<file path="config.mk">
export PLATFORM = sky130hd
export DESIGN_NAME = am_lock_rx
export DESIGN_NICKNAME = d
export VERILOG_FILES = /design/src/rtl/am_lock_pkg.sv /design/src/rtl/am_match_rx.sv /design/src/rtl/am_lock_rx.sv
export SDC_FILE = /design/constraint.sdc
export NUM_CORES = 1
export LEC_CHECK = 0
export CORE_ASPECT_RATIO = 1.25
export CORE_MARGIN = 2
export CORE_UTILIZATION = 30
export CTS_CLUSTER_SIZE = 10
export DETAILED_ROUTE_END_ITERATION = 8
export GPL_TIMING_DRIVEN = 0
export PLACE_DENSITY = 0.63
export SYNTH_ARGS = -nofsm -noshare
export SYNTH_HDL_FRONTEND = slang
export SYNTH_SLANG_ARGS = --single-unit
</file>
<file path="constraint.sdc">
create_clock -name clk -period 6.57 [get_ports clk]
set_clock_uncertainty 0.1 [all_clocks]
set_input_delay 1.314 -clock clk [delete_from_list [all_inputs] [get_ports clk]]
set_output_delay 1.314 -clock clk [all_outputs]
set_load 0.02 [all_outputs]
</file>
<file path="src/rtl/am_lock_pkg.sv">
// rtl/am_lock_pkg.sv - shared constants, field offsets and state type for AM lock
package am_lock_pkg;

  localparam int AM_LANES = 4;
  localparam int AM_ID_W  = 2;

  localparam logic [1:0] SH_CTRL = 2'b01;

  localparam int M0_LSB   = 2;
  localparam int M1_LSB   = 10;
  localparam int M2_LSB   = 18;
  localparam int BIP3_LSB = 26;
  localparam int M4_LSB   = 34;
  localparam int M5_LSB   = 42;
  localparam int M6_LSB   = 50;
  localparam int BIP7_LSB = 58;

  // Per-lane marker bytes M0, M1, M2.
  localparam logic [7:0] AM_ENC [AM_LANES][3] = '{
    '{8'h90, 8'h76, 8'h47},
    '{8'hF0, 8'hC4, 8'hE6},
    '{8'hC5, 8'h65, 8'h9B},
    '{8'hA2, 8'h79, 8'h3D}
  };

  typedef enum logic [1:0] {
    FIND     = 2'd0,
    WAIT_2ND = 2'd1,
    LOCKED   = 2'd2
  } am_state_e;

endpackage

</file>
<file path="src/rtl/am_match_rx.sv">
// rtl/am_match_rx.sv - combinational alignment-marker detector for one 66-bit block
module am_match_rx
  import am_lock_pkg::*;
#(
  parameter int BLOCK_W = 66
) (
  input  logic [BLOCK_W-1:0] data_i,
  output logic               hit_o,
  output logic [AM_ID_W-1:0] id_o
);

  logic ctrl_ok;
  logic unused_bip;

  // BIP bytes carry parity, not identity, so they never qualify a match.
  assign unused_bip = ^{data_i[BIP3_LSB +: 8], data_i[BIP7_LSB +: 8]};

  assign ctrl_ok = (data_i[1:0] == SH_CTRL) &&
                   (data_i[M4_LSB +: 8] == ~data_i[M0_LSB +: 8]) &&
                   (data_i[M5_LSB +: 8] == ~data_i[M1_LSB +: 8]) &&
                   (data_i[M6_LSB +: 8] == ~data_i[M2_LSB +: 8]);

  always_comb begin
    hit_o = 1'b0;
    id_o  = '0;
    for (int k = AM_LANES - 1; k >= 0; k--) begin
      if (ctrl_ok &&
          data_i[M0_LSB +: 8] == AM_ENC[k][0] &&
          data_i[M1_LSB +: 8] == AM_ENC[k][1] &&
          data_i[M2_LSB +: 8] == AM_ENC[k][2]) begin
        hit_o = 1'b1;
        id_o  = AM_ID_W'(k);
      end
    end
  end

endmodule

</file>
<file path="src/rtl/am_lock_rx.sv">
// rtl/am_lock_rx.sv - per-lane alignment-marker lock FSM feeding lane deskew
module am_lock_rx
  import am_lock_pkg::*;
#(
  parameter int BLOCK_W     = 66,
  parameter int LANE_N      = 4,
  parameter int AM_GAP_N    = 16384,
  parameter int INVALID_MAX = 4
) (
  input  logic                      clk,
  input  logic                      nreset,
  input  logic                      valid_i,
  input  logic                      blk_v_i,
  input  logic [BLOCK_W-1:0]        data_i,
  output logic                      blk_v_o,
  output logic [BLOCK_W-1:0]        data_o,
  output logic                      am_v_o,
  output logic                      lock_v_o,
  output logic                      lock_lost_v_o,
  output logic [$clog2(LANE_N)-1:0] lane_id_o
);

  localparam int CNT_W = $clog2(AM_GAP_N);
  localparam int ID_W  = $clog2(LANE_N);
  localparam int INV_W = $clog2(INVALID_MAX + 1);

  am_state_e          state_q, state_d;
  logic [CNT_W-1:0]   cnt_q, cnt_d;
  logic [INV_W-1:0]   inv_q, inv_d;
  logic [ID_W-1:0]    id_q, id_d;
  logic               blk_v_q, blk_v_d;
  logic [BLOCK_W-1:0] data_q, data_d;
  logic               am_v_q, am_v_d;
  logic               lock_v_q, lock_v_d;
  logic               lost_q, lost_d;
  logic [ID_W-1:0]    lane_id_q, lane_id_d;

  logic               hit;
  logic [AM_ID_W-1:0] hit_id;
  logic               slot;
  logic               id_match;

  am_match_rx #(.BLOCK_W(BLOCK_W)) u_match (
    .data_i (data_i),
    .hit_o  (hit),
    .id_o   (hit_id)
  );

  assign slot     = blk_v_i && (cnt_q == CNT_W'(AM_GAP_N - 1));
  assign id_match = hit && (ID_W'(hit_id) == id_q);

  always_comb begin
    state_d = state_q;
    cnt_d   = cnt_q;
    inv_d   = inv_q;
    id_d    = id_q;
    am_v_d  = 1'b0;
    lost_d  = 1'b0;
    blk_v_d = blk_v_i;
    data_d  = blk_v_i ? data_i : data_q;

    if (blk_v_i) begin
      cnt_d = slot ? '0 : cnt_q + CNT_W'(1);
    end

    if (!valid_i) begin
      // Lane went down: drop everything and search again once it returns.
      state_d = FIND;
      cnt_d   = '0;
      inv_d   = '0;
      id_d    = '0;
      lost_d  = (state_q == LOCKED);
    end else begin
      case (state_q)
        FIND: begin
          if (blk_v_i && hit) begin
            state_d = WAIT_2ND;
            id_d    = ID_W'(hit_id);
            cnt_d   = '0;
          end
        end
        WAIT_2ND: begin
          if (slot) begin
            if (id_match) begin
              state_d = LOCKED;
              inv_d   = '0;
              am_v_d  = 1'b1;
            end else begin
              state_d = FIND;
              id_d    = '0;
            end
          end
        end
        LOCKED: begin
          if (slot) begin
            if (id_match) begin
              inv_d  = '0;
              am_v_d = 1'b1;
            end else if (inv_q == INV_W'(INVALID_MAX - 1)) begin
              state_d = FIND;
              inv_d   = '0;
              id_d    = '0;
              lost_d  = 1'b1;
            end else begin
              inv_d  = inv_q + INV_W'(1);
              am_v_d = 1'b1;
            end
          end
        end
        default: begin
          state_d = FIND;
          cnt_d   = '0;
          inv_d   = '0;
          id_d    = '0;
        end
      endcase
    end

    lock_v_d  = (state_d == LOCKED);
    lane_id_d = (state_d == LOCKED) ? id_d : '0;
  end

  always_ff @(posedge clk or negedge nreset) begin
    if (!nreset) begin
      state_q   <= FIND;
      cnt_q     <= '0;
      inv_q     <= '0;
      id_q      <= '0;
      blk_v_q   <= 1'b0;
      data_q    <= '0;
      am_v_q    <= 1'b0;
      lock_v_q  <= 1'b0;
      lost_q    <= 1'b0;
      lane_id_q <= '0;
    end else begin
      state_q   <= state_d;
      cnt_q     <= cnt_d;
      inv_q     <= inv_d;
      id_q      <= id_d;
      blk_v_q   <= blk_v_d;
      data_q    <= data_d;
      am_v_q    <= am_v_d;
      lock_v_q  <= lock_v_d;
      lost_q    <= lost_d;
      lane_id_q <= lane_id_d;
    end
  end

  assign blk_v_o       = blk_v_q;
  assign data_o        = data_q;
  assign am_v_o        = am_v_q;
  assign lock_v_o      = lock_v_q;
  assign lock_lost_v_o = lost_q;
  assign lane_id_o     = lane_id_q;

endmodule

</file>
### After elaboration in Yosys (flattened, before gate mapping)

Index checks and enable logic that the tools add are counted.

| storage, ports and cells | value |
|---|---|
| register bits after elaboration | 93 |
| output and inout bits | 72 |
| logic and storage cells | 111 |

| cells by class | value |
|---|---|
| add/sub/neg operators | 2 |
| eq/ne operators | 26 |
| muxes and demuxes | 49 |
| bitwise logic cells | 3 |
| reduce and logical (&&, ||, !) cells | 21 |

Operator list:

| operator | count |
|---|---|
| $eq A8 B8 Y1 const B | 7 |
| $mux W14 | 4 |
| $mux W2 | 19 |
| $eq A8 B7 Y1 const B | 4 |
| $pmux W14 S2 | 1 |
| $eq A8 B8 Y1 | 3 |
| $not A8 Y8 | 3 |
| $logic_and A1 B1 Y1 | 18 |
| $mux W3 | 6 |
| $mux W1 | 15 |
| $add A14 B1 Y14 const B | 1 |
| $eq A14 B14 Y1 const B | 1 |
| $pmux W2 S3 | 2 |
| $ne A3 B3 Y1 const B | 3 |
| $pmux W3 S3 | 1 |
| $eq A8 B6 Y1 const B | 1 |
| $eq A2 B1 Y1 const B | 2 |
| $eq A2 B2 Y1 const B | 2 |
| $reduce_and A4 Y1 | 1 |
| $add A3 B1 Y3 const B | 1 |
| $eq A3 B2 Y1 const B | 1 |
| $eq A2 B2 Y1 | 1 |
| $logic_not A2 Y1 | 1 |
| $ne A2 B2 Y1 const B | 1 |
| other kinds (2) | 2 |

### Logic depth before layout (Yosys ltp)

| logic depth | value |
|---|---|
| depth after elaboration | 20 |
| depth in mapped cells | 10 |
| depth with buffers taken out | 9 |

### Cells and area by module

From an unflattened synthesis, not the netlist that was laid out.

| unflattened totals | value |
|---|---|
| cell total of the unflattened synthesis | 354 |
| area, all modules | 4388.0 µm² |

Modules (own cells, without submodules):

| module | times used | cells each | area an instance (µm²) | seq. area each (µm²) |
|---|---|---|---|---|
| am_lock_rx | 1 | 291 | 3891.2 | 2327.2 |
| am_match_rx | 1 | 63 | 496.7 | 0.0 |

### Worst setup path before layout

Ideal clock, no wire load.

| path | value |
|---|---|
| path type | in2reg |
| start point | input data_i[10] |
| end point | register inv_q[2] |
| setup time | 0.120 ns |
| data arrival time | 2.969 ns |
| slack | 3.380 ns |
| stages on the path | 9 |
| buffers on the path | 1 |
| cells stage by stage | nor4b_1 -> nand4_1 -> a21oi_1 -> mux2i_1 -> or3_1 -> buf_2 -> nor2_2 -> o21bai_2 -> o211a_1 |

| between the ends | value |
|---|---|
| word-level cells in the longest chain between the ends | 17 |
| elaborated cells between the ends (all ways) | 36 |
| classes of those cells | eq/ne: 7; mux: 12; bitwise: 1; reduce/logical: 16 |

RTL lines:

| item | line | RTL |
|---|---|---|
| start, declared | am_lock_rx.sv:14 | `input logic [BLOCK_W-1:0] data_i,` |
| $not A8 Y8 | am_match_rx.sv:20 | `(data_i[M5_LSB +: 8] == ~data_i[M1_LSB +: 8]) &&` |
| $eq A8 B8 Y1 | am_match_rx.sv:20 |  |
| $logic_and A1 B1 Y1 | am_match_rx.sv:19 | `(data_i[M4_LSB +: 8] == ~data_i[M0_LSB +: 8]) &&` |
| $logic_and A1 B1 Y1 | am_match_rx.sv:20 |  |
| $logic_and A1 B1 Y1 | am_match_rx.sv:27 | `if (ctrl_ok &&` |
| $logic_and A1 B1 Y1 | am_match_rx.sv:28 | `data_i[M0_LSB +: 8] == AM_ENC[k][0] &&` |
| $logic_and A1 B1 Y1 | am_match_rx.sv:29 | `data_i[M1_LSB +: 8] == AM_ENC[k][1] &&` |
| $mux W2 (4 in a row) | am_match_rx.sv:27 |  |
| $eq A2 B2 Y1 | am_lock_rx.sv:50 | `assign id_match = hit && (ID_W'(hit_id) == id_q);` |
| $logic_and A1 B1 Y1 (*) | am_lock_rx.sv:50 |  |
| $mux W3 | am_lock_rx.sv:96 | `if (id_match) begin` |
| $mux W3 | am_lock_rx.sv:95 | `if (slot) begin` |
| $pmux W3 S3 | am_lock_rx.sv:74 | `case (state_q)` |
| $mux W3 | am_lock_rx.sv:66 | `if (!valid_i) begin` |
| end signal, assigned | am_lock_rx.sv:138 | `inv_q <= inv_d;` |
| end, declared | am_lock_rx.sv:29 | `logic [INV_W-1:0] inv_q, inv_d;` |

Mark *: on every way between the ends. The rest lies on a longest branch, timed or not. The select of a mux whose other input is x is not followed.
A chain may end at the register's enable or synchronous reset.

### Worst setup path after layout

| path | value |
|---|---|
| start point | input blk_v_i |
| end point | register lane_id_q[1] (netlist: lane_id_o[1]) |

| between the ends | value |
|---|---|
| elaborated cells between the ends (all ways) | 14 |
| classes of those cells | eq/ne: 1; mux: 11; reduce/logical: 2 |

RTL lines:

| item | line | RTL |
|---|---|---|
| start, declared | am_lock_rx.sv:13 | `input logic blk_v_i,` |
| $logic_and A1 B1 Y1 (on tied branches) | am_lock_rx.sv:49, am_lock_rx.sv:76 |  |
| $mux W2 (on tied branches) | am_lock_rx.sv:95, am_lock_rx.sv:76, am_lock_rx.sv:83 |  |
| $pmux W2 S3 (*) | am_lock_rx.sv:74 |  |
| $mux W2 (*) | am_lock_rx.sv:66 |  |
| net id_d[1] | am_lock_rx.sv:30 | `logic [ID_W-1:0] id_q, id_d;` |
| $mux W2 (*) | am_lock_rx.sv:120 | `lane_id_d = (state_d == LOCKED) ? id_d : '0;` |
| net lane_id_d[1] | am_lock_rx.sv:36 | `logic [ID_W-1:0] lane_id_q, lane_id_d;` |
| end signal, assigned | am_lock_rx.sv:145 | `lane_id_q <= lane_id_d;` |
| end, declared | am_lock_rx.sv:36 |  |

Mark *: on every way through the listed nets, which the timed path passes. The rest lies on a longest branch.

==> results.yml <==
die:
  design.core.area_um2: 14400
  die_width_um: 112
  fp.dieH_um: 140
  std_cell_rows: 49
  initial_utilization_pct: 30.6
  die-area_um2: 15700
  ioPinCount: 142
placement:
  gp_congestion: 0.822
  portBuffers: 141
  dpl_cell_area_um2: 6070
  dpl.hpwl_um: 9460
power:
  total_leakage_power_uw: 0.00258
  vdd_drop_max_uv: 153
  pwr_density_cell_nw_per_um2: 236
synth:
  avgSynthCellArea_um2: 12.5
  yosys-top-cells-area: "dfrtp_1 53%, mux2_2 17%, xor2_1 6.4%"
  ys_types: 47
  syn-cell-area_um2: 4410
  synth_flop_cell: "dfrtp_1"
  synth_fp_nets: 430
  synth_top_area_share_pct: 52.8
  synthCells: 354
  synth_warnings: 0
  async_reset_ff_share_pct: 100
  synth_top_area_cell: "dfrtp_1"
  synth_edf_count: 0
  yosysSeqAreaShare_pct: 52.8
  ys_ff_latch: 93
global_route:
  grt_max_degree: 51
  grtUsageTotal_pct: 15.8
  grt_pass1_wl_um: 19500
  antenna_found_initial: 0
  overflow: 0
  grt_pass1_vias: 3531
layout:
  fin_util_pct: 44.4
  diodes: 0
  fill_cells: 1341
  finalNetCount: 583
  layout_commonest_cell: "clkdlybuf4s50_1"
  final_cell_mix: "140 x clkdlybuf4s50_1, 93 x dfrtp_1, 66 x mux2_2, 32 x xor2_1, 23 x nor2_1"
  synthToLayoutAreaGrowth_pct: 45.2
  multi_input_area_um2: 2020
  drive_above_1_share_pct: 19.5
  design_area_um2: 6400
  seqCellArea_um2: 2330
sta:
  worst_slew_pin_slew_ps: 616
  finalMaxSlewViolations: 0
  period_needed_ps: 3810
  clock.fmax_ghz: 0.263
  setup_viol: 0
  fin_crit_sh_pct: 57.9
  rsz0062_at_grt: "false"
  slew_headroom_pct: 58.9
  hold_viol_final: 0
  worst_hold_slack_ps: 400
  fin_tns_setup_ps: 0
clock_network:
  cts_setup_buffers: 0
  clk_pin_slew_ps: 70
  cts_buffers: 9
  clk-insertion-delay-late_ps: 340
  cts_tree: "done"
  clockBufferDepth: 2
  clkSinkCount: 93
  cts_resized: 0
  cts_max_level: 3
  hold_buffers: 0
  root_buffer: "clkbuf_16"
outcome:
  status: "completed"
setup_path:
  crit_path_end_kind: "flop"
  crit_slowest_cell: "clkdlybuf4s50_1"
  worstPathRequired_ps: 6690
  path_max_fanout: 10
  critPathMaxStageDelay_ps: 480
  crit_type: "primary input to flop"
  start_kind: "primary input"
  cp_common_cell: "and3_1"
  cp.arrival_ps: 3920
  worstPathCellList: "clkdlybuf4s50_1, buf_2, and3_1, and3_1, clkbuf_1, nand2_1, a21oi_1, nor2_1, nor3_1, o2bb2ai_1, nor3b_2"
route:
  dr.pass1.iters: 4
  drc: 0
  ant_nets: 0
  dr_total_vias: 3408
  wirelength_um: 12100
  routed_via_density: 4.94
  post_drt_wl_per_cell_um: 17.5
  drt_iter0_markers: 124
flow_run:
  cap_violations: 0
hold_path:
  min_path_type: "flop to flop"
## critical path: cells and delay by family
| kind | cells | cell delay (ps) |
|---|---|---|
| AOI/OAI and AO/OA | 2 | 430 |
| and+or+nand+nor | 6 | 1180 |
| buffers and inverters | 3 | 990 |
## power breakdown
group	switching, µW	internal [µW]	total [µW]
logic	143	156	298
clock network	224	355	579
registers	21.8	615	636
total	388	1130	1510
## Yosys cell counts (5+ instances only)
cell type / instances
nor2_1: 23
xor2_1: 32
mux2i_1: 5
nand3_1: 10
nand2_1: 17
buf_1: 6
nand4_1: 21
dfrtp_1: 93
xnor2_1: 6
mux2_2: 66
ha_1: 6
## metal layers
layer  share of wire [%]  GRT usage [%]
met1                  40           18.9
met2                  52           27.1
met3                 5.1           3.88
met5                   0              0
met4                 2.5           6.35
## cell families (layout without fill, tap and decap cells)
kind of cell / Yosys count / in the layout / synth area share, %
fa+ha+maj: 6 / 6 / 1.70
simple gates: 113 / 113 / 15.7
buf+inv: 15 / 173 / 1.36
mux: 71 / 71 / 18.0
xor+xnor: 38 / 38 / 7.55
compound gates: 18 / 18 / 2.92
flops: 93 / 93 / 52.8
## worst paths after layout
path                       slack, ps  startpoint            to  cells after the start
max                             2760     blk_v_i  lane_id_o[1]                     11
min                              400    inv_q[2]      inv_q[2]                      1
max reg2reg                     3990    cnt_q[0]  lane_id_o[1]                     10
min reg2reg                      400    inv_q[2]      inv_q[2]                      1
max in group asynchronous       4830      nreset     data_o[3]                      2
min in group asynchronous        870      nreset     data_o[6]                      1
## state kept, by name, summed over array words and instances (netlist names), 2 cells and up
name / count
data_o: 66
cnt_q: 14
inv_q: 3
id_q: 2
lane_id_o: 2
state_q: 2
## layout make-up
type,instances,area share [%]
Clock inverter,5,1.29
Inverter,4,0.234
Clock buffer,11,3.95
Buffer,11,0.703
Multi-Input combinational cell,246,31.6
Sequential cell,93,36.3
Timing Repair Buffer,142,22.4
Tap cell,178,3.48
## stage by stage
step                      setup WS, ps  total power, µW  cells
after floorplan                   3380              772    354
after global placement             619              942    673
after detailed placement          2440              949    674
after CTS                         2760             1530    690
after global routing              2570             1570    690
final                             2760             1510    690
Note: power is estimated with default switching activity, not from simulation.
